## config.mk

```make
export PLATFORM = sky130hd
export DESIGN_NAME = uart_tx_controller
export DESIGN_NICKNAME = d
export VERILOG_FILES = /design/src/rtl/uart_pkg.sv /design/src/rtl/tx_frame_builder.sv /design/src/rtl/uart_tx_controller.sv
export SDC_FILE = /design/constraint.sdc
export NUM_CORES = 1
export LEC_CHECK = 0
export ABC_AREA = 0
export BUFFER_PORTS_ARGS = -buffer_cell sky130_fd_sc_hd__buf_4
export CAP_MARGIN = 30
export CORE_MARGIN = 3
export CORE_UTILIZATION = 44
export DETAILED_ROUTE_END_ITERATION = 8
export GPL_TIMING_DRIVEN = 0
export PLACE_DENSITY_LB_ADDON = 0.15
export SYNTH_ARGS = -nofsm -noshare
export SYNTH_HDL_FRONTEND = slang
export SYNTH_HIERARCHICAL = 1
export SYNTH_SLANG_ARGS = --single-unit
```

## constraint.sdc

```tcl
create_clock -name clk -period 1.9 [get_ports clk]
set_input_delay 0.57 -clock clk [delete_from_list [all_inputs] [get_ports clk]]
set_output_delay 0.57 -clock clk [all_outputs]
set_load 0.02 [all_outputs]
```

## src/rtl/uart_pkg.sv

```systemverilog
// Shared constants, state type and parity helper for the UART transmit path.
package uart_pkg;
   localparam int   FRAME_BITS = 11;
   localparam logic START_BIT  = 1'b0;
   localparam logic STOP_BIT   = 1'b1;

   typedef enum logic {IDLE, SEND} tx_state_t;

   function automatic logic calc_parity(input logic [7:0] data, input logic odd);
      return odd ? ~^data : ^data;
   endfunction
endpackage

```

## src/rtl/tx_frame_builder.sv

```systemverilog
// Combinational frame assembly: {stop, parity, data[7:0], start}, start bit at index 0.
module tx_frame_builder
   import uart_pkg::*;
#(
   parameter bit PARITY_ODD = 1'b0
) (
   input  logic [7:0]            data_i,
   output logic [FRAME_BITS-1:0] frame_o
);
   assign frame_o = {STOP_BIT, calc_parity(data_i, PARITY_ODD), data_i, START_BIT};
endmodule

```

## src/rtl/uart_tx_controller.sv

```systemverilog
// UART transmitter: accepts one byte per handshake and shifts an 11-bit frame onto TxD.
module uart_tx_controller
   import uart_pkg::*;
#(
   parameter int unsigned BAUD_DIV   = 5208,
   parameter bit          PARITY_ODD = 1'b0
) (
   input  logic       clk,
   input  logic       reset,
   input  logic [7:0] tx_data,
   input  logic       tx_valid,
   output logic       tx_ready,
   output logic       tx_done,
   output logic       TxD,
   output logic       busy
);
   localparam int              CW       = (BAUD_DIV > 1) ? $clog2(BAUD_DIV) : 1;
   localparam logic [CW-1:0]   CNT_LAST = CW'(BAUD_DIV - 1);
   localparam logic [3:0]      BIT_LAST = 4'(FRAME_BITS - 1);

   tx_state_t             state_q, state_d;
   logic [CW-1:0]         cnt_q, cnt_d;
   logic [3:0]            bit_q, bit_d;
   logic [FRAME_BITS-1:0] frame_q, frame_d;
   logic [FRAME_BITS-1:0] frame_w;
   logic                  txd_q, txd_d;
   logic                  ready_q, ready_d;
   logic                  done_q, done_d;
   logic                  busy_q;
   logic                  accept;
   logic                  baud_wrap;
   logic                  last_bit;

   tx_frame_builder #(.PARITY_ODD(PARITY_ODD)) u_frame (
      .data_i  (tx_data),
      .frame_o (frame_w)
   );

   assign accept    = tx_valid && ready_q;
   assign baud_wrap = (cnt_q == CNT_LAST);
   assign last_bit  = (bit_q == BIT_LAST);

   always_ff @(posedge clk) begin
      if (reset) begin
         state_q <= IDLE;
         cnt_q   <= '0;
         bit_q   <= '0;
         frame_q <= '1;
         txd_q   <= 1'b1;
         ready_q <= 1'b1;
         done_q  <= 1'b0;
         busy_q  <= 1'b0;
      end else begin
         state_q <= state_d;
         cnt_q   <= cnt_d;
         bit_q   <= bit_d;
         frame_q <= frame_d;
         txd_q   <= txd_d;
         ready_q <= ready_d;
         done_q  <= done_d;
         busy_q  <= ~ready_d;
      end
   end

   always_comb begin
      state_d = state_q;
      case (state_q)
         IDLE:    if (accept) state_d = SEND;
         SEND:    if (baud_wrap && last_bit) state_d = IDLE;
         default: state_d = IDLE;
      endcase
   end

   // The frame register shifts right on every bit boundary, so TxD always
   // takes bit 1 of the current frame and ones fill in behind the stop bit.
   always_comb begin
      cnt_d   = cnt_q;
      bit_d   = bit_q;
      frame_d = frame_q;
      txd_d   = txd_q;
      ready_d = ready_q;
      done_d  = 1'b0;
      case (state_q)
         IDLE: begin
            if (accept) begin
               frame_d = frame_w;
               txd_d   = frame_w[0];
               ready_d = 1'b0;
               cnt_d   = '0;
               bit_d   = '0;
            end
         end
         SEND: begin
            if (baud_wrap) begin
               cnt_d = '0;
               if (last_bit) begin
                  bit_d   = '0;
                  frame_d = '1;
                  txd_d   = STOP_BIT;
                  ready_d = 1'b1;
                  done_d  = 1'b1;
               end else begin
                  bit_d   = bit_q + 4'd1;
                  frame_d = {STOP_BIT, frame_q[FRAME_BITS-1:1]};
                  txd_d   = frame_q[1];
               end
            end else begin
               cnt_d = cnt_q + 1'b1;
            end
         end
         default: begin
            txd_d   = 1'b1;
            ready_d = 1'b1;
         end
      endcase
   end

   assign TxD      = txd_q;
   assign tx_ready = ready_q;
   assign tx_done  = done_q;
   assign busy     = busy_q;
endmodule
```

Word level (Yosys, flattened, before mapping)
Index checks and enable logic that the tools add are counted.
{"block": "op_classes", "add_sub_neg": 2, "eq_ne": 4, "mux": 23, "bitwise_logic": 3, "reduce_logical": 5}
{"cell": "2-to-1 mux 13 bit", "n": 2}
{"cell": "case mux 13 bit (2 select lines)", "n": 1}
{"cell": "2-to-1 mux 11 bit", "n": 2}
{"cell": "case mux 11 bit (2 select lines)", "n": 1}
{"cell": "adder 13 x 1 -> 13 bit (second input constant)", "n": 1}
{"cell": "equality test 13 bit (second input constant)", "n": 1}
{"cell": "2-to-1 mux 4 bit", "n": 3}
{"cell": "2-to-1 mux 10 bit", "n": 1}
{"cell": "2-to-1 mux 1 bit", "n": 9}
{"cell": "case mux 4 bit (2 select lines)", "n": 1}
{"cell": "XOR reduction 8 bit", "n": 1}
{"cell": "case mux 1 bit (2 select lines)", "n": 3}
{"cell": "adder 4 x 1 -> 4 bit (second input constant)", "n": 1}
{"cell": "equality test 4 bit (second input constant)", "n": 1}
{"cell": "NOT 1 bit", "n": 3}
{"cell": "OR reduction 3 bit", "n": 1}
{"cell": "logical AND 1 bit", "n": 2}
{"cell": "inequality test 2 x 1 -> 1 bit (second input constant)", "n": 1}
{"cell": "inequality test 2 bit (second input constant)", "n": 1}
{"cell": "AND reduction 2 bit", "n": 1}
{"block": "totals", "regBits": 33, "output_inout_bits": 4, "word_cells": 45}

Logic depth before layout (Yosys ltp)
Gate-level depths: netlist of the first run.
{"block": "logic_depth", "word_depth": 5, "mapped_depth": 7, "mapped_depth_nobuf": 6}

Modules after synthesis
Netlist of the first run, hierarchy kept.
{"module": "uart_tx_controller", "instances": 1, "cells_each": 194, "area_per_inst_um2": 1649.1, "seq_area_each_um2": 640.6}
{"module": "tx_frame_builder", "instances": 1, "cells_each": 19, "area_per_inst_um2": 143.9, "seq_area_each_um2": 0.0}

Worst setup path before layout of the first run
Ideal clock, no wire load.
{"block": "synth_path", "path_type": "register to register", "startpoint": "register cnt_q[0]", "endpoint": "register cnt_q[4]", "arrival_ps": 1472, "slack_ps": 337, "stages_incl_launch_ff": 6, "path_buffers": 0, "synth_period_minus_slack_ps": 1563, "cell_sequence": "dfxtp_1 > ha_1 > and4_1 > and3_4 > or3_1 > a311oi_1"}
{"block": "synth_between", "elab_chain_cells": 3}
{"item": "start: declaration", "line": "uart_tx_controller.sv:22", "source": "logic [CW-1:0] cnt_q, cnt_d;"}
{"item": "start signal: assignment", "line": "uart_tx_controller.sv:55", "source": "cnt_q <= cnt_d;"}
{"item": "adder 13 x 1 -> 13 bit / equality test 13 bit (equally long branches)", "line": "uart_tx_controller.sv:108, uart_tx_controller.sv:40"}
{"item": "2-to-1 mux 13 bit (*)", "line": "uart_tx_controller.sv:94", "source": "if (baud_wrap) begin"}
{"item": "case mux 13 bit (2 select lines) (*)", "line": "uart_tx_controller.sv:83", "source": "case (state_q)"}
Mark *: on every way between the ends. The rest lies on a longest branch, timed or not.
A chain may end at the register's enable or synchronous reset.

Worst setup path in the final report of the first run
{"block": "layout_path", "startpoint": "register cnt_q[0]", "endpoint": "register frame_q[5]"}
{"block": "layout_between", "elab_chain_cells": 3}
{"item": "equality test 13 bit", "line": "uart_tx_controller.sv:40", "source": "assign baud_wrap = (cnt_q == CNT_LAST);"}
{"item": "inequality test 2 x 1 -> 1 bit (no source line)"}
{"item": "AND reduction 2 bit (no source line)"}
{"item": "end signal: assignment", "line": "uart_tx_controller.sv:57", "source": "frame_q <= frame_d;"}
{"item": "end: declaration", "line": "uart_tx_controller.sv:24", "source": "logic [FRAME_BITS-1:0] frame_q, frame_d;"}
Every way passes these cells.

==> impl_results.md, run 1 <==
* Outcome: complete, no violations
* Starting density of the core at 0.4720
* Sequential share of the synthesized area at 0.3573
* Die H at 69.84 µm
* CP max FO at 10
* # diodes at 0
* Synth Area in Compound Gates at 0.1898
* CTS tree: done
* Max-cap violations at 0
* Slowest CP cell: dfxtp_1
* Number of synthesis warnings at 6
* Non-Filler Instances at 283
* Worst Setup EP: frame_q[5]
* CTS Buf Count at 5
* Synth cell types at 50
* Dpl cells at 275
* Avg Cell Area, Syn at 8.418 µm²
* Top-area cell type share of the netlist area at 0.3573
* Core Area at 3799 µm²
* GP Congestion at 0.7860
* Via density at 5.364
* Fill count at 375
* Synth async-reset ratio at 0
* DRT Pass-1 Iters at 4
* Placement Setup Slack at 0.1254 ns
* FMAX at 597.6 MHz
* Mapped Area at 1793 µm²
* CTS Sinks at 32
* Dpl hpwl at 2.663 mm
* IO Pins at 15
* Worst Tran Pin Value at 0.5241 ns
* Worst R2R End: frame_q[5]
* Post-Synth Adder-Cell Area at 0.02094
* Count of final setup violators at 0
* Area of the die at 4877 µm²
* Commonest cells in the netlist: dfxtp_1 (32), inv_1 (16), nor2_1 (15)
* Total power at 1529 µW
* Hold Violations, Final at 0
* Total GRT Usage at 0.1582
* Post-synthesis mux area share at 0.05583
* R2R cell count at 6
* Share of post-route cells with drive strength above 1 at 0.1915
* Syn Nets at 227
* Synth area leaders: dfxtp_1 (36%), mux2i_1 (5.6%), buf_4 (4.6%)
* P_leak at 0.0008851 µW
* Final #Nets at 248
* Worst setup EP type: flop
* Post-synthesis xor/xnor area fraction at 0.04396
* GRT overflow at 0
* Worst Setup Path Type: flop to flop
* Initial antenna violation count at 0
* Cts-stage hold buffer count at 0
* Clock skew at 0.005763 ns
* Min-delay worst type: flop to flop
* Root Driver: clkbuf_8
* Crit-path cells: ha_1 -> and4_1 -> and3_4 -> a21boi_4 -> buf_6 -> mux2i_1
* First-pass GRT wire length at 6.354 mm
* Slew Viols, Final at 0
* RSZ-0062 raised after global routing: false
* Final worst-path cycle share at 0.8808
* Row cnt at 22
* WP buf/inv at 1
* Vias in the first global route at 1372
* Dominant synthesized flop cell: dfxtp_1
* Postcts setup bufs at 0
* Final WL at 3.720 mm
* IR drop worst, VDD at 485.6 µV
* Critical path required time at 2.11 ns
* Cells after Synth at 213
* Cell taking the most area after synthesis: dfxtp_1
* Final Core Density at 0.5395
* Final WS setup at 0.2265 ns
* Top-count cell post-synth: dfxtp_1
* Max-slew headroom at 0.6506
* Pwr per Cell Area at 745.9 nW/µm²
* Crit-path leading delay family: simple AND/OR/NAND/NOR gates
* Clk slew on worst S/H paths at 0.07 ns
* CP Depth at 6
* Reg2Reg Setup Slack at 0.23 ns
* Die Wd at 69.84 µm
* PortBufs at 14
* Later-pin clock latency in the skew report at 0.28 ns
* Crit path from: cnt_q[0]
* Post-synth EDFFs at 0
* Largest family of logic cells by synthesized area: simple AND/OR/NAND/NOR gates
* Drt first-iter violations at 55
* Max incr delay on CP at 0.34 ns
* Post-CTS resize count at 0
* FF+latch count, synth at 32
* Setup TNS at 0 ns
* Post-route DRC at 0
* Htree depth at 2
* Startpoint types: flop
* Worst flop-to-flop path startpoint: cnt_q[0]
* Worst EP arrival at 1.88 ns
* Simple-Gate Fraction of Synth Area at 0.2219
* WL/cell at 13.14 µm
* Remaining antenna violation count after routing at 0
* Area grow syn2layout at 14.31%
* Min cycle time layout at 1.673 ns
* Max Root-Sink Buffers at 2
* Largest net degree at the start of global routing at 11
* Vias post-DR at 1518
-- layer usage --
metal / up-vias / share of wire / global-route usage
met5: - / 0 / 0
met4: 0 / 0.0073 / 0.03191
met3: 4 / 0.035 / 0.04493
met2: 22 / 0.43 / 0.2371
met1: 702 / 0.53 / 0.2261
li1: 790 / - / -
-- tightest hold or removal path, delay by kind of cell (launching register included) --
family	cells	cell delay, ns
DFF	1	0.30
buffers and inverters	1	0.06
AOI/OAI and AO/OA	1	0.07
-- registers in the layout (all words and copies together) (netlist names), named ones only --
name / cells
frame_q: 10
state_q: 1
cnt_q: 13
TxD: 1
tx_done: 1
bit_q: 4
busy: 1
-- through the flow --
step	instance area, µm²	hold slack [ns]
after global routing	2049	0.5302
after CTS	2048	0.4864
after global placement	1958	0.4595
after detailed placement	1958	0.4765
after floorplan	1793	0.4455
final	2049	0.4870
-- cells in the final DEF (no fill, tap or decap), types with 2 or more instances in the layout --
| master | count |
|---|---|
| a211oi_1 | 9 |
| a21oi_1 | 12 |
| a31oi_1 | 4 |
| and4_1 | 2 |
| buf_2 | 2 |
| buf_4 | 25 |
| clkbuf_1 | 8 |
| clkbuf_8 | 6 |
| conb_1 | 2 |
| dfxtp_1 | 32 |
| ha_1 | 3 |
| inv_1 | 16 |
| mux2i_1 | 10 |
| nand2_1 | 14 |
| nand3_1 | 13 |
| nand3b_1 | 2 |
| nand4_1 | 3 |
| nor2_1 | 15 |
| nor2b_1 | 2 |
| nor3_1 | 2 |
| o21ai_0 | 10 |
| o31ai_1 | 2 |
| or3_1 | 5 |
| xnor2_1 | 6 |
| xor2_1 | 3 |
-- where the power goes --
| group | total, µW | internal (µW) | leakage, µW | switching [µW] |
|---|---|---|---|---|
| clock | 537 | 295 | 0.0000455 | 242 |
| sequential | 722 | 704 | 0.000261 | 18.0 |
| combinational | 269 | 123 | 0.000579 | 147 |
-- logic make-up (layout without fill, tap and decap cells) --
family / Yosys count / in the layout
muxes: 10 / 10
adders and majority gates: 3 / 3
other: 2 / 2
buffers and inverters: 37 / 59
xor gates and xnor gates: 9 / 9
DFF: 32 / 32
and+or+nand+nor: 70 / 70
AOI/OAI and AO/OA: 50 / 50
-- layout make-up --
class                           count  area [µm²]  area share
Buffer                             21       131.4     0.06410
Multi-Input combinational cell    144       962.2      0.4695
Inverter                           16       60.06     0.02930
Clock buffer                        8       90.09     0.04396
Timing Repair Buffer               14       105.1     0.05128
Sequential cell                    32       640.6      0.3126
Tap cell                           48       60.06     0.02930
-- how the worst min path moves through the flow --
stage / start / endpoint / slack, ns / cells after the start
after detailed placement: frame_q[10] / frame_q[10] / 0.48 / 2
final: frame_q[10] / frame_q[10] / 0.49 / 2
after global routing: TxD / TxD / 0.53 / 2
after global placement: frame_q[10] / frame_q[10] / 0.46 / 2
after floorplan: frame_q[10] / frame_q[10] / 0.45 / 2
after CTS: frame_q[10] / frame_q[10] / 0.49 / 2
(Power assumes the default switching activity.)
==> inputs of run 2 (changes only) <==
--- a/config.mk
+++ b/config.mk
@@ -8,8 +8,10 @@
 export ABC_AREA = 0
 export BUFFER_PORTS_ARGS = -buffer_cell sky130_fd_sc_hd__buf_4
 export CAP_MARGIN = 30
-export CORE_MARGIN = 3
-export CORE_UTILIZATION = 44
+export CELL_PAD_IN_SITES_DETAIL_PLACEMENT = 1
+export CELL_PAD_IN_SITES_GLOBAL_PLACEMENT = 2
+export CORE_MARGIN = 4
+export CORE_UTILIZATION = 35
 export DETAILED_ROUTE_END_ITERATION = 8
 export GPL_TIMING_DRIVEN = 0
 export PLACE_DENSITY_LB_ADDON = 0.15
==> run 2 against run 1 <==
Compared with the run above:
- register-to-register slack worse by 0.07 ns
- global-route usage increased by 0.15 points
- clock power rose by 2%
- combinational power up 3%
- critical endpoint is now bit_q[1]
==> impl_results.md, run 2 (synthesis gave the netlist of run 1 again) <==
* Outcome: complete, no violations
* Drt first-iter violations at 57
* Htree depth at 2
* Max-cap violations at 0
* Row cnt at 25
* Die H at 79.58 µm
* IO Pins at 15
* Via density at 5.202
* Clock skew at 0.004898 ns
* Vias post-DR at 1571
* Vias in the first global route at 1694
* Remaining antenna violation count after routing at 0
* Max-slew headroom at 0.6441
* Crit-path cells: ha_1 -> and4_1 -> nand3_1 -> o21ai_1 -> o32ai_1
* Final Core Density at 0.4281
* CP max FO at 7
* Min-delay worst type: flop to flop
* Startpoint types: flop
* Postcts setup bufs at 0
* Slew Viols, Final at 0
* Dpl hpwl at 3.477 mm
* Sequential cell area at 640.6 µm²
* CTS tree: done
* Min cycle time layout at 1.741 ns
* Starting density of the core at 0.3698
* Count of final setup violators at 0
* Later-pin clock latency in the skew report at 0.28 ns
* Initial antenna violation count at 0
* Worst setup EP type: flop
* Fill count at 611
* # diodes at 0
* WP buf/inv at 0
* P_leak at 0.0008905 µW
* IR drop worst, VDD at 308.4 µV
* WL/cell at 15.16 µm
* Crit-path leading delay family: simple AND/OR/NAND/NOR gates
* Max Root-Sink Buffers at 2
* Post-CTS resize count at 1
* CTS Sinks at 32
* Int Power at 1116 µW
* DRT Pass-1 Iters at 2
* Final worst-path cycle share at 0.9165
* Area of the die at 6332 µm²
* Hold_sp: frame_q[10]
* Top flop regs: cnt_q (13), frame_q (10), bit_q (4)
* Final WS setup at 0.1587 ns
* Most flops, register: cnt_q
* Die Wd at 79.58 µm
* Hold Violations, Final at 0
* NetSw at 430.4 µW
* Largest register FFs at 13
* RSZ-0062 raised after global routing: false
* Worst Tran Pin Value at 0.5339 ns
* GP Congestion at 0.7143
* Reg power frac at 0.468
* GRT overflow at 0
* Commonest non-fill, non-tap cell in the layout: dfxtp_1
* Clk slew on worst S/H paths at 0.07 ns
* Gate power share at 0.179
* CTS Buf Count at 5
* Post-route DRC at 0
* Pwr per Cell Area at 745.1 nW/µm²
* PortBufs at 14
* Worst Setup Path Type: flop to flop
* Clk network pwr share at 0.353
* Most frequent cells in the layout: dfxtp_1 (32), buf_4 (25), inv_1 (16)
* Multi-input logic area at 962.2 µm²
* Share of post-route cells with drive strength above 1 at 0.2000
* Worst EP arrival at 1.89 ns
* Total GRT Usage at 0.1597
* Max incr delay on CP at 0.39 ns
* Cts-stage hold buffer count at 0
* FMAX at 574.3 MHz
* Area grow syn2layout at 15.77%
* Switching Share at 0.2783
* Worst flop-to-flop path startpoint: cnt_q[0]
* Final WL at 4.578 mm
* Largest net degree at the start of global routing at 11
* Placement Setup Slack at -0.007276 ns
* Slowest CP cell: dfxtp_1
* Critical path required time at 2.05 ns
* Root Driver: clkbuf_8
* Core Area at 4848 µm²
* Crit path from: cnt_q[0]
* Final #Nets at 248
* First-pass GRT wire length at 8.031 mm
-- run 2: final cells by class --
cell class	count	area share
plain buffers	21	0.06329
clock buffers	6	0.03978
clock inverters	2	0.004822
inverters	16	0.02893
multi-input cells	144	0.4635
flip-flops and latches	32	0.3086
well taps	67	0.04039
repair buffers	14	0.05063
-- run 2: through the flow --
stage / hold WS (ns) / area, µm² / TNS [ns] / total power, µW / cells
global route: 0.5295 / 2076 / 0 / 1629 / 302
finish: 0.4868 / 2076 / 0 / 1547 / 302
detailed placement: 0.4829 / 1982 / -0.007276 / 1018 / 294
CTS: 0.4924 / 2076 / 0 / 1566 / 302
floorplan: 0.4455 / 1793 / 0 / 931.2 / 213
global placement: 0.4678 / 1982 / 0 / 1005 / 294
-- run 2: path summary, 6_finish.rpt --
path                               endpoint  slack (ns)  cells past startpoint
worst max-delay path               bit_q[1]        0.16                      5
worst min-delay path            frame_q[10]        0.49                      2
worst max register to register     bit_q[1]        0.16                      5
worst min register to register  frame_q[10]        0.49                      2
-- run 2: worst reg2reg max path, delay by kind of cell, from the launching register on --
family,cells,cell delay (ns)
AO/OA/AOI/OAI,2,0.48
adder cells (fa/ha/maj),1,0.22
flip-flops,1,0.39
AND/OR/NAND/NOR,2,0.52
-- run 2: power by group through the flow --
stage | clock, µW | sequential, µW | combinational [µW]
6_report | 546 | 723 | 277
3_5_place_dp | 0 | 739 | 279
3_3_place_gp | 0 | 736 | 269
5_1_grt | 594 | 726 | 310
4_1_cts | 562 | 723 | 281
2_1_floorplan | 0 | 741 | 190
-- run 2: layer usage --
| metal | vias up | part of all wire | GRT usage | routed length, µm |
|---|---|---|---|---|
| met1 | 744 | 0.48 | 0.2033 | 2201 |
| met3 | 10 | 0.030 | 0.03725 | 136 |
| li1 | 794 | - | - | - |
| met4 | 0 | 0.015 | 0.04983 | 67 |
| met5 | - | 0 | 0 | 0 |
| met2 | 23 | 0.47 | 0.2654 | 2172 |
